===== config.mk =====
export PLATFORM = sky130hd
export DESIGN_NAME = vr_fifo_flat
export DESIGN_NICKNAME = d
export VERILOG_FILES = /design/src/rtl/vr_pkg.sv /design/src/rtl/vr_if.sv /design/src/rtl/vr_fifo_mem.sv /design/src/rtl/vr_fifo.sv /design/src/flat_wrapper.sv
export SDC_FILE = /design/constraint.sdc
export NUM_CORES = 1
export LEC_CHECK = 0
export CAP_MARGIN = 20
export CORE_UTILIZATION = 30
export CTS_BUF_LIST = sky130_fd_sc_hd__clkbuf_16
export CTS_CLUSTER_DIAMETER = 200
export DETAILED_ROUTE_END_ITERATION = 10
export GPL_TIMING_DRIVEN = 0
export PLACE_DENSITY_LB_ADDON = 0.15
export SLEW_MARGIN = 25
export SYNTH_ARGS = -nofsm -noshare
export SYNTH_HDL_FRONTEND = slang
export SYNTH_SLANG_ARGS = --single-unit

===== constraint.sdc =====
create_clock -name clk -period 2.3 [get_ports clk]
set_input_delay 0.345 -clock clk [delete_from_list [all_inputs] [get_ports clk]]
set_output_delay 0.345 -clock clk [all_outputs]
set_load 0.05 [all_outputs]

===== src/rtl/vr_pkg.sv =====
// Shared constants and helpers for the valid/ready buffer family.
package vr_pkg;

  localparam int VR_DEFAULT_WIDTH = 8;
  localparam int VR_DEFAULT_DEPTH = 4;

  // Occupancy counters need one extra bit so that DEPTH itself is representable.
  function automatic int vr_cnt_w(int depth);
    return $clog2(depth) + 1;
  endfunction

endpackage


===== src/rtl/vr_if.sv =====
// Valid/ready word channel; pr_port is the producing end, cs_port the consuming end.
interface vr_i #(
  parameter int WIDTH = 8
);

  logic             valid;
  logic             rdy;
  logic [WIDTH-1:0] data;

  modport pr_port (output valid, output data, input  rdy);
  modport cs_port (input  valid, input  data, output rdy);

endinterface


===== src/rtl/vr_fifo_mem.sv =====
// DEPTH x WIDTH storage: synchronous write port, asynchronous read port, no reset.
module vr_fifo_mem #(
  parameter int WIDTH = 8,
  parameter int DEPTH = 4
) (
  input  logic                     clk,
  input  logic                     we,
  input  logic [$clog2(DEPTH)-1:0] waddr,
  input  logic [WIDTH-1:0]         wdata,
  input  logic [$clog2(DEPTH)-1:0] raddr,
  output logic [WIDTH-1:0]         rdata
);

  logic [WIDTH-1:0] r_mem [DEPTH];

  // NOTE: storage is deliberately not reset; validity is tracked by the pointers
  // and count, and a reset on the array would block mapping it onto RAM cells.
  always_ff @(posedge clk) begin
    if (we) begin
      r_mem[waddr] <= wdata;
    end
  end

  assign rdata = r_mem[raddr];

endmodule


===== src/rtl/vr_fifo.sv =====
// Valid/ready elastic buffer; ready/valid decoded from registered occupancy only.
// Optional high-water-mark output enabled by defining VR_FIFO_HWM_EN.
module vr_fifo
  import vr_pkg::*;
#(
  parameter int WIDTH = VR_DEFAULT_WIDTH,
  parameter int DEPTH = VR_DEFAULT_DEPTH
) (
  input  logic                        clk,
  input  logic                        rst,
  vr_i.cs_port                        inp,
  vr_i.pr_port                        outp,
  output logic [vr_cnt_w(DEPTH)-1:0]  count,
  output logic                        full,
  output logic                        empty
`ifdef VR_FIFO_HWM_EN
  ,
  output logic [vr_cnt_w(DEPTH)-1:0]  hwm
`endif
);

  localparam int PTR_W = $clog2(DEPTH);
  localparam int CNT_W = vr_cnt_w(DEPTH);
  localparam logic [CNT_W-1:0] FULL_CNT = CNT_W'(DEPTH);

  logic [PTR_W-1:0] r_wr_ptr;
  logic [PTR_W-1:0] r_rd_ptr;
  logic [CNT_W-1:0] r_count;
  logic [CNT_W-1:0] w_count_nxt;
  logic             w_push;
  logic             w_pop;
  logic [WIDTH-1:0] w_rd_data;

  assign full  = (r_count == FULL_CNT);
  assign empty = (r_count == '0);
  assign count = r_count;

  // Handshake outputs come from occupancy alone, never from inp.valid/outp.rdy.
  assign inp.rdy    = !full;
  assign outp.valid = !empty;
  assign outp.data  = w_rd_data;

  assign w_push = inp.valid && !full;
  assign w_pop  = outp.rdy && !empty;

  // NOTE: every combinational output gets a default first so no path leaves it
  // unassigned, which would otherwise infer a latch.
  always_comb begin
    w_count_nxt = r_count;
    case ({w_push, w_pop})
      2'b10:   w_count_nxt = r_count + CNT_W'(1);
      2'b01:   w_count_nxt = r_count - CNT_W'(1);
      default: w_count_nxt = r_count;
    endcase
  end

  // NOTE: sequential state uses non-blocking assignments so every register
  // samples pre-edge values regardless of statement order.
  always_ff @(posedge clk) begin
    if (rst) begin
      r_wr_ptr <= '0;
      r_rd_ptr <= '0;
      r_count  <= '0;
    end else begin
      if (w_push) begin
        r_wr_ptr <= r_wr_ptr + PTR_W'(1);
      end
      if (w_pop) begin
        r_rd_ptr <= r_rd_ptr + PTR_W'(1);
      end
      r_count <= w_count_nxt;
    end
  end

`ifdef VR_FIFO_HWM_EN
  logic [CNT_W-1:0] r_hwm;

  always_ff @(posedge clk) begin
    if (rst) begin
      r_hwm <= '0;
    end else if (w_count_nxt > r_hwm) begin
      r_hwm <= w_count_nxt;
    end
  end

  assign hwm = r_hwm;
`endif

  vr_fifo_mem #(
    .WIDTH (WIDTH),
    .DEPTH (DEPTH)
  ) u_mem (
    .clk   (clk),
    .we    (w_push && !rst),
    .waddr (r_wr_ptr),
    .wdata (inp.data),
    .raddr (r_rd_ptr),
    .rdata (w_rd_data)
  );

endmodule


===== src/flat_wrapper.sv =====
// flat-port wrapper written by rule: the top's interface ports become plain ports
module vr_fifo_flat import vr_pkg::*;
#(
  parameter int WIDTH = VR_DEFAULT_WIDTH,
  parameter int DEPTH = VR_DEFAULT_DEPTH
)
  (clk, rst, count, full, empty, inp_valid, inp_data, inp_rdy, outp_valid, outp_data, outp_rdy);
  vr_i #(.WIDTH(WIDTH)) inp_i ();
  vr_i #(.WIDTH(WIDTH)) outp_i ();
  input  logic clk;
  input  logic rst;
  output logic [vr_cnt_w(DEPTH)-1:0] count;
  output logic full;
  output logic empty;
  input wire logic [$bits(inp_i.valid)-1:0] inp_valid;
  input wire logic [$bits(inp_i.data)-1:0] inp_data;
  output wire logic [$bits(inp_i.rdy)-1:0] inp_rdy;
  output wire logic [$bits(outp_i.valid)-1:0] outp_valid;
  output wire logic [$bits(outp_i.data)-1:0] outp_data;
  input wire logic [$bits(outp_i.rdy)-1:0] outp_rdy;
  assign inp_i.valid = inp_valid;
  assign inp_i.data = inp_data;
  assign inp_rdy = inp_i.rdy;
  assign outp_valid = outp_i.valid;
  assign outp_data = outp_i.data;
  assign outp_i.rdy = outp_rdy;
  vr_fifo #(.WIDTH(WIDTH), .DEPTH(DEPTH)) u_core (.clk(clk), .rst(rst), .inp(inp_i), .outp(outp_i), .count(count), .full(full), .empty(empty));
endmodule

==> flow_summary.toml, run 1 <==
[worst_setup_path]
start_kind = "register"
critical_path_class = "register to primary output"
critPathCaptureType = "primary output"
cp-startpoint = "u_core.count[0]"
worstPathRequired_ns = 1.96
cp_data_arrival_time_ns = 1.87
r2r_start = "u_core.count[0]"
crit_fanout = 6

[grt]
grt_usage_pct = 11.8
grt-ovfl-total = 0
grt_antenna_before_repair = 0
grt_max_degree = 14
grt_pass1_vias = 997
grt_pass1_wl_mm = 5.00

[yosys]
synth_area_sq_um = 1640
syn_inst = 97
yosysWarnings = 0
ys_types = 23
synthTopCellsByArea = "edfxtp_1, dfxtp_1, mux4_2"
ys_ff_latch = 41
ys_async_sr_fraction_pct = 0
syn_nets = 115
seq_area_frac_synth_pct = 69.6
yosys.area.top_type_share_pct = 58.6
yosysTopAreaCell = "edfxtp_1"
synth.avg_cell_area_sq_um = 16.9
synth_edf_count = 32
synthFlopType = "edfxtp_1"

[placed_design]
port_buffers = 26
gp_congestion = 0.749
hpwl_mm = 2.07
pre_cts_slack_ns = -0.0164

[floorplan]
die_w_um = 75.9
core_sq_um = 5170
rows = 26
start_util_pct = 31.7
die_h_um = 75.9
dieArea_sq_um = 5770
num_io_pins = 27

[hold_path]
hold_path.class = "register to register"
hp-start = "u_core.r_rd_ptr[1]"

[power]
peakVddDrop_v = 0.000485
p_per_area_nw_per_um2 = 1250
p_leak_nw = 0.776

[clocking]
cts.sinks = 41
clock_tree.root_cell = "clkbuf_16"
cts_tree = "yes"
clock_path_buffers = 2
cts_made_buffers = 5
h-tree-depth = 2
worstSkewPairLatency_ns = 0.28
path_clk_slew_ns = 0.06

[sta]
finalClockSkew_ns = 0.00422
setup_ws_ns = 0.0833
finalSetupViolations = 0
fin_crit_ns = 2.22
hold_violations = 0
hold_ws_ns = 0.497
rsz0062_at_grt = "false"
clock.fmax_mhz = 451
relSlewSlack_pct = 46.9
worst_pin_slew_ns = 0.793
drv_slew = 0
fin_crit_sh_pct = 96.4

[run_status]
status = "complete, no violations"

[final_layout]
fillers = 466
final_layout_size_suffix_gt1_share_pct = 26.3
layout_common_cells = "edfxtp_1, clkdlybuf4s50_1, dlygate4sd2_1"
fin_util_pct = 43.2
antennaDiodeCount = 0
syn_to_final_growth_pct = 36.2
final_common_cell = "edfxtp_1"
nNetsFinal = 150

[routing]
firstDrtPassIters = 4
via_per_inst = 4.52
wire_per_inst_um = 14.4
drc = 0
route.vias.total = 917
ant_nets = 0
drt-total-wl_mm = 2.93
drtIter0Drc = 39

[flow_run]
maxCapViolCount = 0
power breakdown:
group | internal (mW) | leakage [nW] | switching [mW]
registers | 0.885 | 0.366 | 0.0610
clock network | 0.507 | 0.0775 | 0.261
logic | 0.396 | 0.332 | 0.677
registers in the layout, summed over array words and instances, names as in the netlist, named ones only:
signal / cells
u_core.u_mem.r_mem: 32
u_core.count: 3
u_core.r_rd_ptr: 2
u_core.r_wr_ptr: 2
final timing paths:
kind / to / slack [ns] / cells past startpoint
setup / recovery: inp_rdy / 0.08 / 3
hold / removal: register / 0.50 / 2
hold reg to reg: register / 0.50 / 2
setup reg to reg: u_core.count[2] / 0.10 / 9
metal layers:
layer | share of wire, % | global-route usage [%]
met1 | 44 | 14.6
met2 | 50 | 18.5
met3 | 5.6 | 4.10
met4 | 1.1 | 5.19
met5 | 0 | 0
worst max-delay path, stage by stage, from the launching register on:
cell             delay (ns)
dfxtp_4                0.36
or3b_4                 0.39
buf_6                  0.14
clkdlybuf4s50_1        0.69
cells in the mapped netlist (2+ instances only):
cell	count
a21o_1	2
a21oi_1	4
dfxtp_1	9
edfxtp_1	32
ha_1	5
inv_1	8
mux4_2	8
nand2_1	2
nand3_1	2
nor2_1	5
nor3b_1	4
o21ai_0	2
or3_1	2
xor2_1	3
cells by family (layout without fill, tap and decap cells):
group           after synthesis  after routing  share of synthesized area, %
xor+xnor                      3              3                          1.60
simple gates                 17             17                          5.80
compound gates               10             10                          3.74
mux                           8              8                          11.0
fa+ha+maj                     6              6                          5.03
buf+inv                      12             48                          3.28
flops                        41             41                          69.6
timing repair:
action / CTS / global route
buffers inserted: 0 / 1
gates resized for setup: 11 / 6
pin swaps: 0 / 3
hold buffers: 0 / 0
endpoints found under the setup margin: 11 / 6
per-stage QoR:
stage	power [mW]	setup TNS, ns	instances	instance area (sq um)
2_1_floorplan	1.72	0	97	1660
3_3_place_gp	2.02	-11.48	193	2010
3_5_place_dp	2.05	-0.0164	195	2040
4_1_cts	2.79	0	203	2210
5_1_grt	2.94	0	203	2230
6_report	2.79	0	203	2230
cell type report:
cell class | count | area (sq um) | area share, %
clock inverters | 3 | 41.3 | 1.85
plain buffers | 3 | 22.5 | 1.01
clock buffers | 5 | 125 | 5.60
well taps | 70 | 87.6 | 3.92
inverters | 8 | 30.0 | 1.34
flip-flops and latches | 41 | 1150 | 51.5
multi-input cells | 44 | 508 | 22.7
repair buffers | 29 | 270 | 12.1
Note: power is estimated with default switching activity, not from simulation.
==> run 2, diff against run 1 <==
--- a/config.mk
+++ b/config.mk
@@ -6,6 +6,7 @@
 export NUM_CORES = 1
 export LEC_CHECK = 0
 export CAP_MARGIN = 20
+export CORE_MARGIN = 5
 export CORE_UTILIZATION = 30
 export CTS_BUF_LIST = sky130_fd_sc_hd__clkbuf_16
 export CTS_CLUSTER_DIAMETER = 200
==> run 2 against run 1 <==
  * Clock-buffer cell count did not move
  * Clock power fell by 1%
  * Critical path depth did not move
  * Critical path type unchanged
  * Highest routed layer unchanged
==> flow_summary.toml, run 2 (synthesis gave the netlist of run 1 again) <==
[floorplan]
num_io_pins = 27
core_sq_um = 5410
dieArea_sq_um = 7050
start_util_pct = 30.3
die_h_um = 83.9
die_w_um = 83.9
rows = 27

[power]
p_int_mw = 1.76
switching_share_pct = 36.0
p_seq_share_pct = 34.0
p_leak_nw = 0.771
p_total_mw = 2.75
clockPowerShare_pct = 27.6
peakVddDrop_v = 0.000587
pwr-share-comb_pct = 38.5
p_per_area_nw_per_um2 = 1250
switchingPower_uw = 991

[worst_setup_path]
slowest_delay_ns = 0.55
crit_fanout = 8
start_kind = "register"
worstPathRequired_ns = 1.96
crit_chain = "buf_2, mux4_2, dlygate4sd2_1"
critPathCaptureType = "primary output"
critical_path_class = "register to primary output"
slowest_stage = "mux4_2"
cp_top_family = "buffers and inverters"
path_buf_inv = 2
cp_data_arrival_time_ns = 1.85

[final_layout]
layout_common_cells = "edfxtp_1, clkdlybuf4s50_1, dlygate4sd2_1"
final_common_cell = "edfxtp_1"
nNetsFinal = 149
fin_util_pct = 40.9
antennaDiodeCount = 0
fillers = 534
syn_to_final_growth_pct = 34.8
regMostFlops = "u_core.u_mem.r_mem"
final_layout_size_suffix_gt1_share_pct = 23.5
largest_reg_flops = 32

[sta]
worst_pin_slew_ns = 0.764
finalSetupViolations = 0
fin_crit_sh_pct = 95.3
finalClockSkew_ns = 0.00723
hold_violations = 0
drv_slew = 0
clock.fmax_mhz = 456
fin_crit_ns = 2.19
rsz0062_at_grt = "false"
hold_ws_ns = 0.507
relSlewSlack_pct = 48.8

[routing]
drtIter0Drc = 77
drt-total-wl_mm = 2.98
via_per_inst = 4.43
firstDrtPassIters = 4
wire_per_inst_um = 14.6
route.vias.total = 903
ant_nets = 0
drc = 0

[clocking]
holdBufCountCts = 0
cts_setup_buffers = 0
worstSkewPairLatency_ns = 0.28
h-tree-depth = 2
path_clk_slew_ns = 0.06
cts_tree = "yes"
cts.sinks = 41
clock_tree.root_cell = "clkbuf_16"
clock_path_buffers = 2
cts_made_buffers = 5

[placed_design]
hpwl_mm = 2.15
port_buffers = 26
gp_congestion = 0.740

[grt]
grtUsageMet2_pct = 15.1
grt_pass1_wl_mm = 5.15
use_met1_pct = 11.8
grt-ovfl-total = 0
met3_usage_pct = 4.15
grt_busiest_layer = "met2"
grt_antenna_before_repair = 0
grt_usage_pct = 9.63
grt_max_degree = 13
grt_pass1_vias = 1012

[flow_run]
maxCapViolCount = 0

[run_status]
status = "complete, no violations"

[hold_path]
hold_path.class = "register to register"
-- run 2: cell count changes in the layout (fill, tap and decap cells not counted), sizes merged --
cell / previous run / this run
clkbuf: 7 / 6
inv: 8 / 9
clkinvlp: 1 / 0
-- run 2: routing by layer --
metal  vias to the layer above  wire, um
li1                        431         -
met1                       447      1300
met2                        23      1500
met3                         2       149
met4                         0        24
met5                         -         0
-- run 2: path summary, 6_finish.rpt --
| kind | slack [ns] | cells past startpoint | from | endpoint |
|---|---|---|---|---|
| max | 0.11 | 3 | register | outp_data[4] |
| min reg2reg | 0.51 | 2 | u_core.r_rd_ptr[1] | u_core.r_rd_ptr[1] |
| max reg2reg | 0.11 | 8 | u_core.count[0] | u_core.count[2] |
| min | 0.51 | 2 | u_core.r_rd_ptr[1] | u_core.r_rd_ptr[1] |
-- run 2: repair_timing --
item	in CTS	in global routing
gates cloned	0	0
setup endpoints to repair	11	1
gates resized for setup	12	3
pin swaps	0	2
-- run 2: power groups by stage --
stage	logic (mW)	registers [mW]	clock network (mW)
after CTS	1.07	0.936	0.776
after detailed placement	1.10	0.949	0
after floorplan	0.703	1.01	0
after global placement	1.08	0.949	0
final	1.06	0.935	0.759
after global routing	1.14	0.946	0.815
-- run 2: cell type report --
type	count	area, sq um	area share (%)
Clock buffer	5	125	5.66
Inverter	8	30.0	1.36
Tap cell	72	90.1	4.07
Multi-Input combinational cell	44	503	22.8
Buffer	3	12.5	0.566
Sequential cell	41	1150	52.0
Clock inverter	3	37.5	1.70
Timing Repair Buffer	28	263	11.9
-- run 2: metrics by stage --
stage          area (sq um)  setup slack (ns)  std cells  TNS, ns
6_report               2210             0.108        204        0
4_1_cts                2210            0.0208        205        0
2_1_floorplan          1660           0.00350         97        0
3_5_place_dp           2040           -0.0393        197  -0.0393
5_1_grt                2210            0.0103        204        0
3_3_place_gp           2010            -0.403        195   -11.15
-- run 2: tightest hold or removal path: stages, from the launching register on --
cell     delay (ns)
dfxtp_1        0.31
o21ai_0        0.07
a21oi_1        0.08
==> run 3, diff against run 2 <==
--- a/config.mk
+++ b/config.mk
@@ -13,6 +13,7 @@
 export DETAILED_ROUTE_END_ITERATION = 10
 export GPL_TIMING_DRIVEN = 0
 export PLACE_DENSITY_LB_ADDON = 0.15
+export RECOVER_POWER = 100
 export SLEW_MARGIN = 25
 export SYNTH_ARGS = -nofsm -noshare
 export SYNTH_HDL_FRONTEND = slang
==> run 3 against run 2 <==
  * Cell area is 0.74% lower
  * Register-to-register slack about the same
  * Worst setup slack is essentially flat
  * Power down 0.62%
  * Cell count unchanged
  * Largest cell class unchanged
==> flow_summary.toml, run 3 (synthesis gave the netlist of run 1 again) <==
[floorplan]
start_util_pct = 30.3
die_h_um = 83.9
rows = 27
die_w_um = 83.9
dieArea_sq_um = 7050
core_sq_um = 5410
num_io_pins = 27

[final_layout]
design_area_sq_um = 2190
multi_input_area_sq_um = 493
antennaDiodeCount = 0
largest_reg_flops = 32
seqCellArea_sq_um = 1150
layout_common_cells = "edfxtp_1, dlygate4sd3_1, dlygate4sd2_1"
final_common_cell = "edfxtp_1"
regMostFlops = "u_core.u_mem.r_mem"
final_layout_size_suffix_gt1_share_pct = 21.2
fin_cells = 204
syn_to_final_growth_pct = 33.8
fin_util_pct = 40.6
nNetsFinal = 149
fillers = 539

[worst_setup_path]
crit_fanout = 8
start_kind = "register"
path_buf_inv = 2
critPathCaptureType = "primary output"
crit_chain = "buf_2, mux4_2, dlygate4sd2_1"
slowest_delay_ns = 0.55
critical_path_class = "register to primary output"
cp_data_arrival_time_ns = 1.85
worstPathRequired_ns = 1.96
slowest_stage = "mux4_2"
cp_top_family = "buffers and inverters"

[placed_design]
dp.cells = 197
port_buffers = 26
place_area_sq_um = 2040
gp_congestion = 0.740
hpwl_mm = 2.15
pre_cts_slack_ns = -0.0393

[sta]
clock.fmax_mhz = 456
setup_ws_ns = 0.109
finalSetupViolations = 0
rsz0062_at_grt = "false"
hold_violations = 0
fin_crit_ns = 2.19
finalClockSkew_ns = 0.00716
fin_crit_sh_pct = 95.3
relSlewSlack_pct = 48.5
worst_pin_slew_ns = 0.770
hold_ws_ns = 0.507
drv_slew = 0

[grt]
grtUsageMet2_pct = 15.1
grt_busiest_layer = "met2"
use_met1_pct = 11.8
grt_pass1_vias = 1012
met3_usage_pct = 4.15
grt_usage_pct = 9.63
grt-ovfl-total = 0
grt_pass1_wl_mm = 5.15
grt_max_degree = 13
grt_antenna_before_repair = 0

[power]
clockPowerShare_pct = 27.7
pwr-share-comb_pct = 38.2
p_leak_nw = 0.773
switchingPower_uw = 989
p_seq_share_pct = 34.1
peakVddDrop_v = 0.000574
p_int_mw = 1.75
p_per_area_nw_per_um2 = 1250
switching_share_pct = 36.1

[run_status]
status = "complete, no violations"

[clocking]
cts_setup_buffers = 0
clock_tree.root_cell = "clkbuf_16"
clock_path_buffers = 2
cts_tree = "yes"
path_clk_slew_ns = 0.06
holdBufCountCts = 0
h-tree-depth = 2
cts.sinks = 41
worstSkewPairLatency_ns = 0.28
cts_made_buffers = 5

[hold_path]
hold_path.class = "register to register"

[routing]
drtIter0Drc = 73
drt-total-wl_mm = 3.00
route.vias.total = 908
drc = 0
via_per_inst = 4.45
wire_per_inst_um = 14.7
firstDrtPassIters = 4
ant_nets = 0

[flow_run]
maxCapViolCount = 0
-- run 3: cell count changes in the layout (fill, tap and decap cells not counted), sizes merged --
cell           delta
clkdlybuf4s50    -13
clkbuf            +2
dlygate4sd3      +13
buf               -2
-- run 3: cell type report --
type / instances / share of cell area, %
Buffer: 3 / 0.570
Tap cell: 72 / 4.10
Sequential cell: 41 / 52.4
Multi-Input combinational cell: 44 / 22.5
Timing Repair Buffer: 28 / 11.7
Inverter: 8 / 1.37
Clock buffer: 5 / 5.70
Clock inverter: 3 / 1.71
-- run 3: per-layer routing --
layer / share of wire, % / vias to the layer above / wire length [um]
met5: 0 / - / 0
met4: 0.80 / 0 / 24
met3: 4.9 / 2 / 147
met2: 51 / 23 / 1520
met1: 44 / 452 / 1310
li1: - / 431 / -
-- run 3: path summary, 6_finish.rpt --
path,to,cells past startpoint,from,slack [ns]
hold / removal,u_core.r_rd_ptr[1],2,u_core.r_rd_ptr[1],0.51
setup reg to reg,u_core.count[2],8,u_core.count[0],0.12
hold reg to reg,u_core.r_rd_ptr[1],2,u_core.r_rd_ptr[1],0.51
setup / recovery,outp_data[4],3,register,0.11
-- run 3: stage by stage --
step | power (mW) | TNS (ns)
after floorplan | 1.72 | 0
after global placement | 2.03 | -11.15
after detailed placement | 2.05 | -0.0393
after CTS | 2.79 | 0
after global routing | 2.89 | 0
final | 2.74 | 0
-- run 3: what timing repair did --
| item | 4_1_cts | 5_1_grt |
|---|---|---|
| pin swaps | 0 | 2 |
| endpoints found under the hold margin | 0 | 0 |
| resized for setup | 12 | 3 |
| setup endpoints to repair | 11 | 1 |
-- run 3: worst min-delay path, stage by stage (launching register included) --
cell and delay [ns]:
dfxtp_1 0.31, o21ai_0 0.07, a21oi_1 0.08
-- run 3: power groups by stage --
stage	combinational, mW	clock [mW]	sequential, mW
finish	1.04	0.759	0.934
global route	1.13	0.815	0.945
CTS	1.07	0.776	0.936
detailed placement	1.10	0	0.949
global placement	1.08	0	0.949
floorplan	0.703	0	1.01
